`src/rtl/mem_arbiter_rr.sv`:
```
// Round-robin arbiter: 2*CPUS cache ports onto one RAM port.
// Optional MEM_ARB_DATA_PRIORITY_EN: data ports arbitrate first.
module mem_arbiter_rr #(
  parameter int CPUS   = 2,
  parameter int ADDR_W = 32,
  parameter int DATA_W = 32
) (
  input  logic                   CLK,
  input  logic                   RST,
  input  logic [CPUS-1:0]        dREN,
  input  logic [CPUS-1:0]        dWEN,
  input  logic [CPUS-1:0]        iREN,
  input  logic [CPUS*ADDR_W-1:0] daddr,
  input  logic [CPUS*DATA_W-1:0] dstore,
  input  logic [CPUS*ADDR_W-1:0] iaddr,
  output logic [CPUS-1:0]        dwait,
  output logic [CPUS-1:0]        iwait,
  output logic [DATA_W-1:0]      dload,
  output logic [DATA_W-1:0]      iload,
  input  logic [1:0]             ramstate,
  input  logic [DATA_W-1:0]      ramload,
  output logic [ADDR_W-1:0]      ramaddr,
  output logic [DATA_W-1:0]      ramstore,
  output logic                   ramREN,
  output logic                   ramWEN
);

  localparam int N  = 2 * CPUS;
  localparam int IW = (N > 1) ? $clog2(N) : 1;

  typedef enum logic [1:0] {
    FREE, BUSY, ACCESS, ERROR
  } ramstate_t;

  typedef enum logic {
    IDLE, GRANT
  } state_t;

  state_t        st_q, st_d;
  logic [IW-1:0] gnt_q, gnt_d;
  logic [IW-1:0] rr_q, rr_d;

  logic [N-1:0]  req;
  logic [IW-1:0] pick;
  logic [IW-1:0] rr_nxt;
  logic          live;
  logic          done;
  logic          g_is_i;
  int            gc;

  // First set request at or after ptr, modulo N; optionally even only.
  function automatic logic [IW-1:0] rr_pick(
    input logic [N-1:0]  r,
    input logic [IW-1:0] ptr,
    input logic          data_only
  );
    logic [IW-1:0] sel;
    logic          found;
    int            idx;
    sel   = '0;
    found = 1'b0;
    for (int i = 0; i < N; i++) begin
      idx = (int'(ptr) + i) % N;
      if (!found && r[idx] && (!data_only || (idx % 2) == 0)) begin
        sel   = IW'(idx);
        found = 1'b1;
      end
    end
    return sel;
  endfunction

  // Interleave cache ports into one request vector.
  always_comb begin
    req = '0;
    for (int c = 0; c < CPUS; c++) begin
      req[2*c]   = dREN[c] | dWEN[c];
      req[2*c+1] = iREN[c];
    end
  end

  // Choose the next winner from the current pointer.
  always_comb begin
`ifdef MEM_ARB_DATA_PRIORITY_EN
    if (|(dREN | dWEN)) begin
      pick = rr_pick(req, rr_q, 1'b1);
    end else begin
      pick = rr_pick(req, rr_q, 1'b0);
    end
`else
    pick = rr_pick(req, rr_q, 1'b0);
`endif
  end

  // Decode the held grant into cache index and port kind.
  always_comb begin
    gc     = int'(gnt_q) / 2;
    g_is_i = gnt_q[0];
    live   = req[gnt_q];
    done   = (st_q == GRANT) && live &&
             (ramstate_t'(ramstate) == ACCESS);
    if (gnt_q == IW'(N - 1)) begin
      rr_nxt = '0;
    end else begin
      rr_nxt = gnt_q + 1'b1;
    end
  end

  // Next-state logic for the grant FSM and pointer.
  always_comb begin
    st_d  = st_q;
    gnt_d = gnt_q;
    rr_d  = rr_q;
    unique case (st_q)
      IDLE: begin
        if (|req) begin
          gnt_d = pick;
          st_d  = GRANT;
        end
      end
      GRANT: begin
        if (!live) begin
          st_d = IDLE;
        end else if (done) begin
          st_d = IDLE;
          rr_d = rr_nxt;
        end
      end
      default: st_d = IDLE;
    endcase
  end

  // State registers with synchronous reset.
  always_ff @(posedge CLK) begin
    if (RST) begin
      st_q  <= IDLE;
      gnt_q <= '0;
      rr_q  <= '0;
    end else begin
      st_q  <= st_d;
      gnt_q <= gnt_d;
      rr_q  <= rr_d;
    end
  end

  // RAM port mux and completion handshake for the granted port.
  always_comb begin
    ramREN   = 1'b0;
    ramWEN   = 1'b0;
    ramaddr  = daddr[0 +: ADDR_W];
    ramstore = dstore[0 +: DATA_W];
    dwait    = '1;
    iwait    = '1;
    if (RST) begin
      ramaddr  = '0;
      ramstore = '0;
    end else if (st_q == GRANT) begin
      ramstore = dstore[gc*DATA_W +: DATA_W];
      if (g_is_i) begin
        ramaddr = iaddr[gc*ADDR_W +: ADDR_W];
        ramREN  = live;
      end else begin
        ramaddr = daddr[gc*ADDR_W +: ADDR_W];
        ramREN  = live && dREN[gc];
        ramWEN  = live && !dREN[gc];
      end
      if (done) begin
        if (g_is_i) begin
          iwait[gc] = 1'b0;
        end else begin
          dwait[gc] = 1'b0;
        end
      end
    end
  end

  // Read data goes to every cache; waits qualify it.
  always_comb begin
    dload = ramload;
    iload = ramload;
  end

endmodule

```
`config.mk`:
```
export PLATFORM = sky130hd
export DESIGN_NAME = mem_arbiter_rr
export DESIGN_NICKNAME = d
export VERILOG_FILES = /design/src/rtl/mem_arbiter_rr.sv
export SDC_FILE = /design/constraint.sdc
export NUM_CORES = 1
export LEC_CHECK = 0
export CAP_MARGIN = 20
export CORE_AREA = 4 4 142 144
export CTS_CLUSTER_DIAMETER = 40
export DETAILED_ROUTE_END_ITERATION = 8
export DIE_AREA = 0 0 146 148
export DONT_BUFFER_PORTS = 1
export PLACE_DENSITY = 0.3
export SLEW_MARGIN = 30
export SYNTH_ARGS = -nofsm -noshare
export SYNTH_HDL_FRONTEND = slang
export SYNTH_SLANG_ARGS = --single-unit
```
`constraint.sdc`:
```
create_clock -name CLK -period 2.05 [get_ports CLK]
set_input_delay 0.615 -clock CLK [delete_from_list [all_inputs] [get_ports CLK]]
set_output_delay 0.615 -clock CLK [all_outputs]
set_load 0.005 [all_outputs]
```
## Yosys cells after proc, flatten, opt, wreduce, memory -nomap -nowiden

Index checks and enable logic that the tools add are counted.

| storage, ports and cells | value |
|---|---|
| memories kept | 0 |
| word-level logic and storage cells | 92 |
| input port bits | 234 |
| bits in latches | 0 |
| bits in read-only memories | 0 |
| bits in writable memories | 0 |
| register bits after elaboration | 5 |

| cells by class | value |
|---|---|
| mux-type cells | 48 |
| div/mod/pow operators | 0 |
| bitwise logic cells | 7 |
| order comparisons | 7 |
| add/sub/neg operators | 4 |
| shifts and indexed selects | 3 |
| equality and inequality tests | 2 |
| multiply operators | 0 |
| reductions and logical operators | 18 |

Operators with widths:

| operator | number |
|---|---|
| variable part select 64 x 7 -> 32 bit | 3 |
| 2-to-1 mux 32 bit | 5 |
| 2-to-1 mux 2 bit | 13 |
| 2-to-1 mux 1 bit | 23 |
| less-than comparator 3 x 4 -> 1 bit (second input constant) | 3 |
| binary-select mux 1 bit (select 2 bit) | 5 |
| logical AND 1 bit | 8 |
| less-than comparator 2 x 3 -> 1 bit (second input constant) | 2 |
| OR reduction 2 bit | 3 |
| adder 2 x 1 -> 2 bit (second input constant) | 2 |
| adder 2 bit (second input constant) | 2 |
| == test 2 bit (second input constant) | 2 |
| zero test 1 bit | 4 |
| OR reduction 4 bit | 1 |
| AND 1 bit (first input constant) | 3 |
| AND reduction 3 bit | 1 |
| less-than comparator 1 x 2 -> 1 bit (second input constant) | 1 |
| NOT 2 bit | 1 |
| OR 1 bit | 2 |
| one-hot mux 1 bit (2 select lines) | 1 |
| AND reduction 2 bit | 1 |
| demux 1 bit (select 1 bit) | 1 |
| >= comparator 1 bit (second input constant) | 1 |
| NOT 1 bit | 1 |

## Longest topological paths before layout

Gate-level depths: netlist of run 1.

| logic depth | value |
|---|---|
| depth in word-level cells | 14 |
| depth in mapped cells | 6 |
| mapped depth without buffers | 4 |

## Worst setup path before layout of run 1

No wires, ideal clock.

| timing path | value |
|---|---|
| path type | input to output |
| from | in dWEN[0] |
| to | out dwait[0] |
| data arrival time | 1.421 ns |
| buffers on the path | 0 |
| setup slack | 0.014 ns |
| required time | 1.435 ns |
| stages on the path | 4 |
| cells stage by stage | nor2_1 > and4bb_2 > o211a_1 > nand2_1 |

| on the way | value |
|---|---|
| longest elaborated chain between the ends | 8 |

Ends and longest elaborated chain:

| item | RTL line | source |
|---|---|---|
| start: declaration | 11 | `input logic [CPUS-1:0] dWEN,` |
| OR 1 bit | 76 | `req[2*c] = dREN[c] \| dWEN[c];` |
| binary-select mux 1 bit (select 2 bit) | 98 | `live = req[gnt_q];` |
| 2-to-1 mux 1 bit (not written as such) | 98 |  |
| logical AND 1 bit (2 in a row) | 99 | `done = (st_q == GRANT) && live &&` |
| 2-to-1 mux 2 bit | 166 | `if (done) begin` |
| 2-to-1 mux 2 bit | 156 | `end else if (st_q == GRANT) begin` |
| 2-to-1 mux 2 bit | 153 | `if (RST) begin` |
| end: declaration | 16 | `output logic [CPUS-1:0] dwait,` |

No other way between the ends. The select of a mux whose other input is x is not followed.

## Final worst setup path of run 1

| timing path | value |
|---|---|
| from | reg gnt_q[1] |
| to | out ramREN |

| on the way | value |
|---|---|
| longest elaborated chain between the ends | 6 |
| elaborated cells on any way between the ends | 8 |
| those cells by class | 7 x mux; 1 x reduce/logical |

Ends and longest elaborated chain:

| item | RTL line | source |
|---|---|---|
| start: declaration | 40 | `logic [IW-1:0] gnt_q, gnt_d;` |
| start signal: assignment | 140 | `gnt_q <= gnt_d;` |
| binary-select mux 1 bit (select 2 bit) or 2-to-1 mux 1 bit (tied branches) | 98, 163 |  |
| 2-to-1 mux 1 bit, on equally long branches | 98, 163 |  |
| logical AND 1 bit | 163 | `ramREN = live && dREN[gc];` |
| 2-to-1 mux 1 bit (*) | 158 | `if (g_is_i) begin` |
| 2-to-1 mux 1 bit (*) | 156 |  |
| 2-to-1 mux 1 bit (*) | 153 |  |
| end: declaration | 24 | `output logic ramREN,` |

Every way passes the cells marked *; elsewhere a longest branch is shown, timed or not. The select of a mux whose other input is x is not followed.

==> impl_metrics.csv, run 1 <==
group,metric,value,unit
layout,final_design_area_no_fill,0.00280,mm²
clocking,path_clk_slew,0.03,ns
sta,setup-tns-final,-0.193,ns
clocking,clock_tree.htree_level_count,1,
clocking,library_cell_used_as_clock_root_buffer,"sky130_fd_sc_hd__clkbuf_16",
placed_design,final_weighted_congestion_in_routability_driven_placement,0.724,
die,die_w,146,µm
global_route,grt_start_max_net_pins,42,
global_route,grt_pass1_vias,2698,
critical_path,cp_max_fo,8,
critical_path,data_arrival_time_at_the_worst_slack_endpoint,1.48,ns
clocking,clk_latency,0.23,ns
power,power.leakage,0.941,nW
sta,slew_viol_final,0,
run,max_cap_viol_count,0,
outcome,violations,"negative setup slack",
yosys,synth_area_per_cell,6.27,µm²
detailed_routing,detailroute.via_count,2660,
clocking,clock_tree.buffer_depth,2,
sta,worst_slew_margin_rel,0.704,
sta,grt_setup_unrepaired,"true",
detailed_routing,drt.antenna.violating_nets,0,
detailed_routing,drt-pass1-iter-count,4,
sta,measured_slew_at_the_worst_slew_check_pin,0.444,ns
clocking,tritoncts_num_sinks,5,
layout,drive_above_1_share,0.368,
critical_path,timing.critical_path.to_type,"output pin",
yosys,yosysSeqAreaShare,0.0416,
layout,diodes,0,
sta,timing.final.ws_setup,-0.0458,ns
hold_path,hold-path-cell-count,1,
clocking,post_cts_hold_buffer_count,0,
critical_path,required,1.43,ns
layout,area_growth,16.1,%
hold_path,hold_path.class,"input port to flip-flop",
critical_path,criticalPathCategory,"flip-flop to output pin",
global_route,initial_antenna_violation_count,0,
clocking,cts_inserted_buffers,3,
global_route,grt_first_pass_wirelength,14.7,mm
sta,count_of_endpoints_failing_hold_in_the_final_timing_report,0,
detailed_routing,route.detailed.vias_per_inst,4.78,
power,power.density_cell_area,438,mW/mm²
clocking,cts_tree,"yes",
detailed_routing,sum_of_routed_wire_length_over_all_layers,11.5,mm
yosys,yosys_most_used_dff,"sky130_fd_sc_hd__dfxtp_1",
yosys,synth.lib_cells_used.distinct,40,
layout,final_nets,562,
sta,post-route-min-period,2.10,ns
detailed_routing,drt_initial_violations,114,
die,std_cell_rows,50,
detailed_routing,remaining_drc_errors,0,
die,start_util,0.129,
critical_path,critPathLaunchType,"flip-flop",
placed_design,detailed_place_hpwl,8.47,mm
power,irDropWorstVdd,0.194,mV
die,num_io_pins,368,
critical_path,ff2ff_path_depth,7,
sta,report.final.setup_viol,14,
global_route,grt-ovfl-total,0,
die,core-area,0.0187,mm²
detailed_routing,routed_wl_per_cell,20.7,µm
layout,post_layout_nonfiller_instances,557,
sta,final.period_utilization,1.02,
yosys,number_of_warnings_reported_in_the_yosys_synthesis_log,0,
placed_design,placed_cells_incl_taps,543,
sta,final_layout_worst_hold_slack,0.449,ns
global_route,overall_routing_resource_usage,0.0845,
sta,fin_worst_skew,0.000691,ns
outcome,run_status,"finished with violations",
yosys,syn-cell-area,0.00241,mm²
yosys,synth_edf_count,0,
yosys,async_reset_ff_frac,0,
placed_design,placedInstanceArea,0.00231,mm²
yosys,synthCells,384,
die,die_area,0.0216,mm²
yosys,synth_seq_cells,5,
placed_design,post-place-ws,-0.0651,ns
placed_design,port-buffer-count,0,
yosys,synth.net_count,622,
sta,max_fclk,477,MHz
die,floorplan.die.height,148,µm
==> sequential cells by signal, indices dropped and copies added (netlist names) <==
signal and flops:
rr_q 2, st_q 1, gnt_q 2
==> worst max-delay path: stages (launching register included) <==
cell and delay (ns):
sky130_fd_sc_hd__dfxtp_2 0.34, sky130_fd_sc_hd__buf_8 0.14, sky130_fd_sc_hd__mux2i_4 0.26, sky130_fd_sc_hd__o22ai_4 0.11, sky130_fd_sc_hd__nor2_2 0.18, sky130_fd_sc_hd__nor3b_1 0.08
sky130_fd_sc_hd__buf_4 0.14
==> cell usage after synthesis (3+ instances only) <==
| master | count | area (µm²) |
|---|---|---|
| sky130_fd_sc_hd__clkbuf_1 | 17 | 63.8 |
| sky130_fd_sc_hd__dfxtp_1 | 5 | 100 |
| sky130_fd_sc_hd__o22ai_1 | 33 | 206 |
| sky130_fd_sc_hd__nand2_1 | 73 | 274 |
| sky130_fd_sc_hd__nor2_1 | 9 | 33.8 |
| sky130_fd_sc_hd__o21ai_0 | 32 | 160 |
| sky130_fd_sc_hd__ha_1 | 4 | 50.1 |
| sky130_fd_sc_hd__buf_2 | 11 | 55.1 |
| sky130_fd_sc_hd__mux2_2 | 32 | 360 |
| sky130_fd_sc_hd__inv_1 | 3 | 11.3 |
| sky130_fd_sc_hd__a21oi_1 | 65 | 325 |
| sky130_fd_sc_hd__buf_4 | 65 | 488 |
==> cells by family after synthesis <==
group / share of synthesized area
multiplexers: 0.158
AO/OA/AOI/OAI: 0.344
AND/OR/NAND/NOR: 0.166
adder cells (fa/ha/maj): 0.0208
flip-flops: 0.0416
buffers and inverters: 0.269
==> layout by cell type (no fill, tap or decap), types with 3 or more instances in the layout <==
cell type	instances
sky130_fd_sc_hd__nand2_1	68
sky130_fd_sc_hd__a21oi_1	46
sky130_fd_sc_hd__mux2_2	31
sky130_fd_sc_hd__a21oi_2	20
sky130_fd_sc_hd__o22ai_1	19
sky130_fd_sc_hd__buf_4	18
sky130_fd_sc_hd__o21ai_0	17
sky130_fd_sc_hd__o22ai_2	13
sky130_fd_sc_hd__o21ai_1	13
sky130_fd_sc_hd__nor2_1	8
sky130_fd_sc_hd__buf_12	7
sky130_fd_sc_hd__clkbuf_16	6
sky130_fd_sc_hd__ha_1	4
sky130_fd_sc_hd__inv_1	3
sky130_fd_sc_hd__nand2_2	3
==> path summary, 6_finish.rpt <==
path,start,to,slack [ns]
setup / recovery,gnt_q[1],ramREN,-0.05
hold / removal,RST,rr_q[0],0.45
setup reg to reg,gnt_q[1],rr_q[1],0.52
hold reg to reg,rr_q[0],rr_q[0],0.54
==> report_power, final <==
group          switching (mW)  internal [mW]
registers              0.0218          0.110
clock network          0.0700          0.258
logic                   0.429          0.337
==> layer usage <==
metal | vias up | track usage | wire (µm)
met3 | 31 | 0.0193 | 903
met5 | - | 0 | 0
li1 | 1183 | - | -
met2 | 208 | 0.163 | 6100
met1 | 1238 | 0.0849 | 4110
met4 | 0 | 0.0414 | 417
==> cell type report <==
type | count | area [µm²]
Multi-Input combinational cell | 279 | 1910
Tap cell | 234 | 293
Sequential cell | 5 | 109
Clock buffer | 4 | 78.8
Timing Repair Buffer | 31 | 388
Inverter | 4 | 18.8
Fill cell | 2110 | 15900
==> per-stage QoR <==
| stage | utilization | power [mW] |
|---|---|---|
| floorplan | - | 0.664 |
| global placement | 0.124 | 0.726 |
| detailed placement | 0.124 | 0.729 |
| CTS | 0.133 | 1.10 |
| global route | 0.149 | 1.30 |
| finish | 0.149 | 1.23 |
==> repair_timing <==
action                                  4_1_cts  5_1_grt
cloned                                        0        4
endpoints found under the setup margin       45       44
pin swaps                                     5       17
buffers inserted                              3        3
gates resized for setup                      21       56
Note: power is estimated with default switching activity, not from simulation.
==> run 2: changes to the inputs <==
--- a/config.mk
+++ b/config.mk
@@ -8,6 +8,7 @@
 export CAP_MARGIN = 20
 export CORE_AREA = 4 4 142 144
 export CTS_CLUSTER_DIAMETER = 40
+export CTS_CLUSTER_SIZE = 8
 export DETAILED_ROUTE_END_ITERATION = 8
 export DIE_AREA = 0 0 146 148
 export DONT_BUFFER_PORTS = 1
==> results of run 2 <==
No change in the layout: final DEF, timing and power equal those of run 1.
==> run 3: changes to the inputs <==
==> constraint.sdc (replaced) <==
create_clock -name CLK -period 2.7 [get_ports CLK]
set_input_delay 0.81 -clock CLK [delete_from_list [all_inputs] [get_ports CLK]]
set_output_delay 0.81 -clock CLK [all_outputs]
set_load 0.005 [all_outputs]
==> impl_metrics.csv, run 3 (synthesized netlist as in run 1, its figures left out) <==
group,metric,value,unit
outcome,run_status,"completed",
detailed_routing,route.detailed.vias_per_inst,4.69,
hold_path,hold_path_startpoint,"rr_q[1]",
clocking,tritoncts_num_sinks,5,
power,combinationalPowerShare,0.551,
power,swShare,0.418,
detailed_routing,sum_of_routed_wire_length_over_all_layers,10.1,mm
die,num_io_pins,368,
clocking,post_cts_setup_buffers,0,
power,pwr-share-clk,0.320,
power,power.density_cell_area,333,mW/mm²
layout,layout.cells.most_common,"sky130_fd_sc_hd__nand2_1",
critical_path,critPathLaunchType,"flip-flop",
critical_path,required,1.89,ns
power,power_switching,319,µW
power,power.leakage,0.735,nW
clocking,post_cts_hold_buffer_count,0,
power,power.internal,444,µW
clocking,clk_latency,0.23,ns
global_route,overall_routing_resource_usage,0.0791,
sta,fin_worst_skew,0.00168,ns
layout,final.fill_count,2159,
detailed_routing,drt_initial_violations,125,
critical_path,critPathBufInv,2,
clocking,clock_tree.htree_level_count,1,
global_route,initial_antenna_violation_count,0,
detailed_routing,detailroute.via_count,2534,
global_route,grt_pass1_vias,2512,
critical_path,max_stage_delay,0.44,ns
placed_design,port-buffer-count,0,
critical_path,crit_path_cell_trace,"buf_12 -> nand2_1 -> buf_4 -> o22ai_1 -> a21oi_1",
critical_path,cp_max_fo,34,
layout,diodes,0,
layout,reg_top3,"gnt_q (2), rr_q (2), st_q (1)",
die,die_area,0.0216,mm²
sta,max_fclk,390,MHz
sta,measured_slew_at_the_worst_slew_check_pin,0.386,ns
sta,post-route-min-period,2.56,ns
sta,report.final.setup_viol,0,
critical_path,criticalPathCategory,"flip-flop to output pin",
critical_path,timing.critical_path.to_type,"output pin",
detailed_routing,drt-pass1-iter-count,5,
clocking,cts_inserted_buffers,3,
sta,slew_viol_final,0,
die,die_w,146,µm
critical_path,data_arrival_time_at_the_worst_slack_endpoint,1.75,ns
layout,most_frequent_cells_in_the_layout,"73 x sky130_fd_sc_hd__nand2_1, 65 x sky130_fd_sc_hd__a21oi_1, 33 x sky130_fd_sc_hd__o22ai_1",
layout,post-route-util,0.122,
layout,drive_above_1_share,0.173,
placed_design,detailed_place_hpwl,8.51,mm
power,irDropWorstVdd,0.136,mV
die,std_cell_rows,50,
sta,count_of_endpoints_failing_hold_in_the_final_timing_report,0,
die,start_util,0.129,
global_route,grt-ovfl-total,0,
sta,grt_setup_unrepaired,"false",
layout,final_nets,545,
layout,multi_input_logic_area,0.00166,mm²
sta,worst_slew_margin_rel,0.742,
hold_path,hold_path.class,"flip-flop to flip-flop",
layout,flip_flop_and_latch_area,101,µm²
detailed_routing,routed_wl_per_cell,18.7,µm
critical_path,worstSetupStartpoint,"gnt_q[0]",
placed_design,placedInstanceArea,0.00221,mm²
die,floorplan.die.height,148,µm
die,core-area,0.0187,mm²
clocking,cts_tree,"yes",
placed_design,final_weighted_congestion_in_routability_driven_placement,0.715,
critical_path,timing.critical_path.max_delay_family,"buffers and inverters",
clocking,clock_tree.buffer_depth,2,
power,post-layout-total-power,764,µW
clocking,cts_resized,0,
critical_path,r2r_start,"gnt_q[1]",
layout,final_design_area_no_fill,0.00229,mm²
layout,area_growth,-4.88,%
power,seq_power_share,0.129,
detailed_routing,remaining_drc_errors,0,
global_route,grt_first_pass_wirelength,13.9,mm
global_route,grt_start_max_net_pins,42,
clocking,library_cell_used_as_clock_root_buffer,"sky130_fd_sc_hd__clkbuf_16",
sta,setup-tns-final,0,ns
clocking,path_clk_slew,0.03,ns
detailed_routing,drt.antenna.violating_nets,0,
critical_path,critical_path.slowest_cell,"sky130_fd_sc_hd__dfxtp_2",
run,max_cap_viol_count,0,
sta,final.period_utilization,0.949,
[run 3: cell types whose count changed in the layout (fill, tap and decap cells not counted), moves of 3 or more]
cell / change
sky130_fd_sc_hd__a21oi_1: +19
sky130_fd_sc_hd__a21oi_2: -19
sky130_fd_sc_hd__buf_12: -4
sky130_fd_sc_hd__buf_4: -7
sky130_fd_sc_hd__clkbuf_16: -3
sky130_fd_sc_hd__nand2_1: +5
sky130_fd_sc_hd__nand2_2: -3
sky130_fd_sc_hd__o21ai_0: +15
sky130_fd_sc_hd__o21ai_1: -13
sky130_fd_sc_hd__o22ai_1: +14
sky130_fd_sc_hd__o22ai_2: -13
[run 3: layer usage]
metal,GRT usage,part of all wire
met1,0.0770,0.33
met2,0.157,0.53
met3,0.0193,0.10
met4,0.0353,0.041
met5,0,0
[run 3: area by class of cell]
type	count	area share
timing repair buffer	14	0.0623
tap	234	0.128
inverter	4	0.00655
sequential	5	0.0442
clock buffer	4	0.0344
multi-input combinational	279	0.725
[run 3: tightest hold or removal path, cell delays in order (launching register included)]
cell	delay, ns
sky130_fd_sc_hd__dfxtp_1	0.34
sky130_fd_sc_hd__nand3_1	0.08
sky130_fd_sc_hd__a21oi_1	0.06
[run 3: final timing paths]
| kind | to | cells after the start | slack, ns |
|---|---|---|---|
| max | ramaddr[17] | 5 | 0.14 |
| min | rr_q[1] | 2 | 0.53 |
| max reg2reg | rr_q[0] | 5 | 1.10 |
| min reg2reg | rr_q[1] | 2 | 0.53 |
[run 3: power by group through the flow]
stage	registers, mW	logic [mW]	clock network, mW
after global placement	0.0995	0.421	0
after detailed placement	0.100	0.421	0
after floorplan	0.0906	0.414	0
after CTS	0.0987	0.422	0.249
after global routing	0.100	0.464	0.255
final	0.0988	0.421	0.244
[run 3: metrics by stage]
stage / hold WS [ns] / setup WS [ns] / instances
3_3_place_gp: 0.520 / 0.236 / 536
3_5_place_dp: 0.525 / 0.221 / 536
5_1_grt: 0.567 / 0.0148 / 540
4_1_cts: 0.528 / 0.0951 / 540
6_report: 0.528 / 0.138 / 540
2_1_floorplan: 0.495 / 0.274 / 384
